$ cat src/rtl/pile_driver.sv
// pile_driver: steps an external stack counter toward a requested height by
// issuing plus/moins press pulses. Each press is followed by a release gap.
// Direction is re-evaluated before every press, so height changes that this
// block did not cause are absorbed. A per-request step limit and an abort
// input both end the request with an error pulse.
module pile_driver #(
    parameter int PRESS_CYC = 2,
    parameter int GAP_CYC   = 2,
    parameter int MAX_STEPS = 8
) (
    input  logic       clk,
    input  logic       reset,
    input  logic       req_valid,
    input  logic [2:0] req_target,
    output logic       req_ready,
    input  logic       abort,
    input  logic [2:0] hauteur,
    output logic       plus,
    output logic       moins,
    output logic       busy,
    output logic       done,
    output logic       error
);

    typedef enum logic [2:0] {
        S_IDLE,
        S_COMPARE,
        S_PRESS,
        S_RELEASE,
        S_FINISH
    } state_t;

    // Terminal values of the phase counter and the step limit, in counter width.
    localparam logic [3:0] PRESS_LAST = 4'(PRESS_CYC - 1);
    localparam logic [3:0] GAP_LAST   = 4'(GAP_CYC - 1);
    localparam logic [3:0] STEP_LIMIT = 4'(MAX_STEPS);

    state_t     state_q, state_d;
    logic [2:0] target_q, target_d;
    logic [3:0] step_q, step_d;      // presses issued for the current request
    logic [3:0] cnt_q, cnt_d;        // cycles spent in PRESS or RELEASE
    logic       up_q, up_d;          // direction latched at the last COMPARE
    logic       abort_q, abort_d;    // abort seen; finish with error after the gap
    logic       plus_q, plus_d;
    logic       moins_q, moins_d;
    logic       done_q, done_d;
    logic       error_q, error_d;

    // Next-state and next-output logic; press lines and pulses are computed
    // from the state being entered so they appear registered with it.
    always_comb begin
        state_d  = state_q;
        target_d = target_q;
        step_d   = step_q;
        cnt_d    = cnt_q;
        up_d     = up_q;
        abort_d  = abort_q;
        plus_d   = 1'b0;
        moins_d  = 1'b0;
        done_d   = 1'b0;
        error_d  = 1'b0;

        case (state_q)
            S_IDLE: begin
                if (req_valid) begin
                    target_d = req_target;
                    step_d   = 4'd0;
                    abort_d  = 1'b0;
                    state_d  = S_COMPARE;
                end
            end

            S_COMPARE: begin
                if (abort) begin
                    // Abort still goes through a full gap before finishing.
                    abort_d = 1'b1;
                    cnt_d   = 4'd0;
                    state_d = S_RELEASE;
                end else if (hauteur == target_q) begin
                    done_d  = 1'b1;
                    state_d = S_FINISH;
                end else if (step_q == STEP_LIMIT) begin
                    error_d = 1'b1;
                    state_d = S_FINISH;
                end else begin
                    up_d    = (target_q > hauteur);
                    step_d  = (step_q == 4'hF) ? step_q : step_q + 4'd1;
                    cnt_d   = 4'd0;
                    plus_d  = up_d;
                    moins_d = !up_d;
                    state_d = S_PRESS;
                end
            end

            S_PRESS: begin
                if (abort) begin
                    // Drop the press line immediately, then take the gap.
                    abort_d = 1'b1;
                    cnt_d   = 4'd0;
                    state_d = S_RELEASE;
                end else if (cnt_q == PRESS_LAST) begin
                    cnt_d   = 4'd0;
                    state_d = S_RELEASE;
                end else begin
                    cnt_d   = cnt_q + 4'd1;
                    plus_d  = up_q;
                    moins_d = !up_q;
                end
            end

            S_RELEASE: begin
                abort_d = abort_q | abort;
                if (cnt_q == GAP_LAST) begin
                    cnt_d = 4'd0;
                    if (abort_d) begin
                        error_d = 1'b1;
                        state_d = S_FINISH;
                    end else begin
                        state_d = S_COMPARE;
                    end
                end else begin
                    cnt_d = cnt_q + 4'd1;
                end
            end

            S_FINISH: begin
                state_d = S_IDLE;
            end

            default: begin
                state_d = S_IDLE;
            end
        endcase
    end

    // State and output registers; reset discards any request in flight.
    always_ff @(posedge clk) begin
        if (reset) begin
            state_q  <= S_IDLE;
            target_q <= 3'd0;
            step_q   <= 4'd0;
            cnt_q    <= 4'd0;
            up_q     <= 1'b0;
            abort_q  <= 1'b0;
            plus_q   <= 1'b0;
            moins_q  <= 1'b0;
            done_q   <= 1'b0;
            error_q  <= 1'b0;
        end else begin
            state_q  <= state_d;
            target_q <= target_d;
            step_q   <= step_d;
            cnt_q    <= cnt_d;
            up_q     <= up_d;
            abort_q  <= abort_d;
            plus_q   <= plus_d;
            moins_q  <= moins_d;
            done_q   <= done_d;
            error_q  <= error_d;
        end
    end

    // Handshake status follows reset directly so it is correct while reset is held.
    assign busy      = (state_q != S_IDLE) && !reset;
    assign req_ready = (state_q == S_IDLE) || reset;

    assign plus  = plus_q;
    assign moins = moins_q;
    assign done  = done_q;
    assign error = error_q;

endmodule

$ cat config.mk
export PLATFORM = sky130hd
export DESIGN_NAME = pile_driver
export DESIGN_NICKNAME = d
export VERILOG_FILES = /design/src/rtl/pile_driver.sv
export SDC_FILE = /design/constraint.sdc
export NUM_CORES = 1
export LEC_CHECK = 0
export BUFFER_PORTS_ARGS = -buffer_cell sky130_fd_sc_hd__buf_2
export CELL_PAD_IN_SITES_DETAIL_PLACEMENT = 1
export CELL_PAD_IN_SITES_GLOBAL_PLACEMENT = 1
export CORE_MARGIN = 10
export CORE_UTILIZATION = 41
export DETAILED_ROUTE_END_ITERATION = 12
export PLACE_DENSITY = 0.84
export SYNTH_ARGS = -nofsm -noshare
export SYNTH_HDL_FRONTEND = slang
export SYNTH_SLANG_ARGS = --single-unit
$ cat constraint.sdc
create_clock -name clk -period 2.6 [get_ports clk]
set_input_delay 0.26 -clock clk [delete_from_list [all_inputs] [get_ports clk]]
set_output_delay 0.26 -clock clk [all_outputs]
set_load 0.01 [all_outputs]
==> results.cfg, run 1 <==
[power_and_ir_drop]
p_per_area_mw_per_mm2 = 665
ir_worst_vdd_uv = 508
power.leakage_nw = 0.544

[timing]
rsz0062_at_grt = false
max_freq_ghz = 0.496
period_needed_ns = 2.02
slew_headroom_pct = 54.7
finalCritPeriodShare_pct = 77.5
skew_ns = 0.0116
finalSetupTns_ns = 0
worst_slack_ns = 0.585
setup-violations-final = 0
slew_violations = 0
hold_violations = 0
worst_pin_slew_ns = 0.678

[routing]
ant_nets = 0
drt_iter0_drc = 36
first_pass_iters = 4
routed_wl_um = 3060
routedWlPerCell_um = 16.2
routed_via_density = 5.94
num_vias = 1122
drcViolationCount = 0

[clock_network]
ctsHoldBuffers = 0
cts-htree-levels = 1
cts_resized = 0
tritoncts = built
cts_setup_buffers = 0
root_buffer = clkbuf_4
clock-sinks = 20
clk_path_buf_depth = 2
insertion_delay_ns = 0.32
cts_buffers = 3
path_clk_slew_ns = 0.13

[floorplanning]
rows = 19
die_h_um = 73.6
core_area_mm2 = 0.00276
dieWidth_um = 73.6
pin_count = 16
initial_core_util_pct = 42.6
dieArea_mm2 = 0.00541

[placed_design]
dp_hpwl_um = 2320
routabilityCongestion = 0.910
dp_slack_ns = 0.595
port-buffer-count = 15
post_dp_cell_area_mm2 = 0.00127
dp.cells = 185

[worst_setup_path]
cp-startpoint = cnt_q[1]
cp-start-kind = flip-flop
required_ns = 2.85
r2r-start = cnt_q[1]
critPathMaxFanout = 6
cp.arrival_ns = 2.27
r2r_slack_ns = 0.58
crit_type = flip-flop to flip-flop
endpoint_kind = flip-flop

[logic_synthesis]
netlist_area_mm2 = 0.00118
synth_nets = 160
synthDistinctLibCells = 41
netlist_instances = 143
ys_seq_elements = 20
yosysWarnings = 0
ys_seq_area_share_pct = 34.0
synth.avg_cell_area_um2 = 8.22

[global_route]
gr-total-overflow = 0
antenna_found_initial = 0
gr-usage-all-layers_pct = 12.1
grt_max_degree = 18
grt_pass1_vias = 1164
grt_pass1_wl_um = 5250

[layout]
finalNonFillerCells = 189
multiInputGateArea_um2 = 707
diodes = 0
regArea_um2 = 400
area_growth_pct = 12.4
fin_nets = 176
final_cell_area_mm2 = 0.00132
drive_above_1_share_pct = 17.7
nFillCells = 344

[job]
drv_cap = 0

[run_status]
status = completed

[min_path]
holdCritPathClass = input port to flip-flop
hp-start = req_target[2]
-- path summary, 6_finish.rpt --
check | to | depth (start not counted)
max | cnt_q[2] | 7
min | target_q[2] | 3
max reg2reg | cnt_q[2] | 7
min reg2reg | plus | 2
-- cell type report --
class | instances | share of cell area, %
clock inverter | 1 | 2.27
inverter | 11 | 3.12
sequential | 20 | 30.3
timing repair buffer | 16 | 6.24
clock buffer | 3 | 1.70
multi-input combinational | 107 | 53.5
tap | 31 | 2.93
-- synth_stat cells (all sizes together) --
cell type	number	area share, %
xor2	1	0.74
nor2	14	4.5
a41o	1	0.85
nand2b	9	4.8
o21ba	1	0.85
ha	7	7.4
dfxtp	20	34
o21a	1	0.64
o31ai	4	2.6
nand3	6	2.6
or2	3	1.6
or4	2	1.3
a21oi	15	6.7
a211oi	4	2.6
nor2b	1	0.53
or4b	1	1.2
o22ai	1	0.53
and2	1	0.53
nor4b	2	2.0
nand2	3	0.96
a41oi	1	0.74
clkbuf	3	0.96
o221ai	1	0.74
nand3b	2	1.3
mux2i	2	1.7
o31a	1	0.74
and3	1	0.53
and3b	1	0.74
nor3	6	3.0
o21ai	10	4.3
or3b	1	0.74
nor4	1	0.53
nor3b	3	2.3
buf	2	1.4
inv	11	3.5
-- sequential cells by signal, indices dropped and copies added (netlist names) --
name and cells:
step_q 4, cnt_q 4, moins 1, error 1, target_q 3, abort_q 1, done 1, state_q 3
plus 1, up_q 1
-- routing by layer --
layer  share of wire (%)  track usage (%)
met5                   0                0
met2                  46             19.4
met4                 2.0             5.38
met1                  46             14.5
met3                 5.8             3.50
-- through the flow --
stage	total power [mW]	hold WS [ns]	utilization [%]
floorplan	0.550	0.399	-
global placement	0.601	0.483	46.1
detailed placement	0.620	0.498	46.1
CTS	0.884	0.167	48.0
global route	0.935	0.171	48.0
finish	0.879	0.165	48.0
-- worst max-delay path: stages (launching register included) --
cell      delay [ns]
dfxtp_1         0.41
inv_1           0.07
ha_1            0.18
nor3b_1         0.15
buf_4           0.16
nor3b_1         0.58
a211oi_1        0.17
a211oi_1        0.24
-- cell usage in the layout, fill, tap and decap left out, types with 2 or more instances in the layout --
cell type,n
a211oi_1,4
inv_1,11
clkbuf_4,3
nor3b_1,2
nor3_1,5
a21oi_1,14
or4_1,2
ha_1,7
o31ai_1,4
nand2_1,3
o21ai_0,10
mux2i_1,2
buf_2,15
nor2_1,14
dfxtp_1,20
nand3b_1,2
or2_2,2
nand2b_1,9
nand3_1,6
-- power by group --
group | internal [mW] | switching, mW | leakage (nW)
Sequential | 0.332 | 0.0422 | 0.163
Combinational | 0.102 | 0.140 | 0.353
Clock | 0.156 | 0.107 | 0.0279
Total | 0.590 | 0.289 | 0.544
-- cells by family (layout without fill, tap and decap cells) --
logic type      after synthesis  count (layout)  share of synthesized area, %
simple gates                 57              57                          29.0
compound gates               40              40                          21.2
flops                        20              20                          34.0
buf+inv                      16              31                          5.85
fa+ha+maj                     7               7                          7.45
mux                           2               2                          1.70
xor+xnor                      1               1                         0.745
(Power assumes the default switching activity.)
==> inputs of run 2 (changes only) <==
- ABC_AREA: unset -> 1
- CORE_UTILIZATION: 41 -> 40
- clock period: 2.6 -> 1.91 ns (I/O delays scaled with it)
==> results.cfg, run 2 <==
[run_status]
status = completed

[placed_design]
dp_hpwl_um = 2460
routabilityCongestion = 0.826
dp_slack_ns = 0.392
post_dp_cell_area_mm2 = 0.00131
port-buffer-count = 15

[min_path]
holdCritPathClass = input port to flip-flop
hold_path_end = target_q[1]
holdPathStages = 3
hp-start = req_target[1]

[job]
drv_cap = 0

[timing]
worst_slack_ns = 0.212
slew_headroom_pct = 71.3
slew_violations = 0
hold_violations = 0
worst_pin_slew_ns = 0.429
max_freq_ghz = 0.589
finalCritPeriodShare_pct = 88.9
skew_ns = 0.00511
period_needed_ns = 1.70
rsz0062_at_grt = false
setup-violations-final = 0
finalSetupTns_ns = 0

[clock_network]
clk_path_buf_depth = 2
ctsHoldBuffers = 0
root_buffer = clkbuf_4
path_clk_slew_ns = 0.12
cts_resized = 0
cts-htree-levels = 1
insertion_delay_ns = 0.31
tritoncts = built
clock-sinks = 20
cts_setup_buffers = 0
cts_buffers = 3

[routing]
drt_iter0_drc = 56
ant_nets = 0
routed_wl_um = 3050
drcViolationCount = 0
first_pass_iters = 4
num_vias = 1137
routedWlPerCell_um = 14.3
routed_via_density = 5.34

[logic_synthesis]
synth_nets = 184
synth_commonest_cells = nand2_1 (37), dfxtp_1 (20), inv_1 (19)
synth.avg_cell_area_um2 = 7.27
synthFlopType = dfxtp_1
netlist_area_mm2 = 0.00121
async_reset_ff_share_pct = 0
synthDistinctLibCells = 27
synth_area_leaders = dfxtp_1 (33%), nand2_1 (11%), ha_1 (7.2%)
yosysWarnings = 0
synthMostInstantiatedCell = nand2_1
synth_top_area_share_pct = 33.0
synth_edf_count = 0
ys_seq_elements = 20
netlist_instances = 167
ys_seq_area_share_pct = 33.0
yosysTopAreaCell = dfxtp_1

[floorplanning]
core_area_mm2 = 0.00283
dieWidth_um = 75.1
rows = 19
die_h_um = 75.1
pin_count = 16
initial_core_util_pct = 42.9
dieArea_mm2 = 0.00564

[worst_setup_path]
cp-start-kind = flip-flop
r2r-start = step_q[0]
required_ns = 1.72
cp.arrival_ns = 1.51
r2r_slack_ns = 0.40
reg2reg_to = step_q[1]
r2r_cells = 10
endpoint_kind = primary output
critPathMaxFanout = 8
crit_type = flip-flop to primary output

[layout]
area_growth_pct = 10.0
diodes = 0
fin_nets = 201
final_cell_area_mm2 = 0.00134
final_cell_mix = nand2_1 (37), dfxtp_1 (20), inv_1 (19)
reg_top3 = cnt_q x4, step_q x4
drive_above_1_share_pct = 23.1
final_common_cell = nand2_1

[power_and_ir_drop]
p_per_area_mw_per_mm2 = 1110
ir_worst_vdd_uv = 460
power.leakage_nw = 0.614

[global_route]
grt_pass1_vias = 1170
gr-usage-all-layers_pct = 12.0
grt_pass1_wl_um = 5320
gr-total-overflow = 0
antenna_found_initial = 0
grt_max_degree = 20
## run 2: cell types whose count changed in the layout (fill, tap and decap cells not counted), moves of 4 or more
cell / previous run / this run
nand2_1: 3 / 37
nand2b_1: 9 / 0
inv_1: 11 / 19
o21ai_0: 10 / 2
nand3_1: 6 / 13
a211oi_1: 4 / 0
inv_2: 0 / 4
nand2_4: 0 / 4
o31ai_1: 4 / 0
## run 2: per-stage QoR
stage / instances / hold WS, ns / utilization (%) / total power [mW]
finish: 213 / 0.154 / 47.2 / 1.49
global route: 213 / 0.168 / 47.2 / 1.63
CTS: 213 / 0.156 / 47.2 / 1.50
detailed placement: 210 / 0.457 / 46.4 / 1.29
global placement: 210 / 0.450 / 46.4 / 1.25
floorplan: 167 / 0.355 / - / 1.12
## run 2: report_power, final
part           switching [mW]  internal, mW  total (mW)  leakage [nW]
Clock                   0.139        0.0737       0.212        0.0138
Combinational           0.472         0.242       0.713         0.437
Sequential             0.0771         0.484       0.561         0.163
## run 2: final cells by class
class	instances	area, um^2
fill	379	1490
multi-input combinational	120	703
sequential	20	400
inverter	24	95.1
timing repair buffer	15	75.1
tap	31	38.8
clock buffer	3	22.5
## run 2: how the worst max path moves through the flow
stage	depth (start not counted)	end	startpoint
6_report	6	req_ready	state_q[0]
3_3_place_gp	10	step_q[3]	hauteur[2]
3_5_place_dp	10	step_q[1]	step_q[0]
4_1_cts	6	req_ready	state_q[0]
2_1_floorplan	9	step_q[1]	target_q[2]
5_1_grt	6	req_ready	state_q[0]
## run 2: worst max-delay path, cell delays in order (launching register included)
cell and delay (ns):
dfxtp_1 0.60, inv_2 0.13, nand2_1 0.10, inv_1 0.07, nor2_1 0.12, inv_1 0.05
buf_2 0.13
## run 2: cell families after synthesis
logic type / count (synthesis) / synth area share [%]
xor gates and xnor gates: 2 / 1.44
and+or+nand+nor: 86 / 35.8
buffers and inverters: 27 / 9.07
adders and majority gates: 7 / 7.22
AOI/OAI and AO/OA: 25 / 13.5
DFF: 20 / 33.0
## run 2: metal layers
metal	part of all wire (%)	GRT usage (%)	vias to the layer above	routed length [um]
met2	53	22.4	13	1620
met3	2.7	2.10	7	83
met1	42	13.0	544	1290
met5	0	0	-	0
li1	-	-	573	-
met4	1.8	4.41	0	55
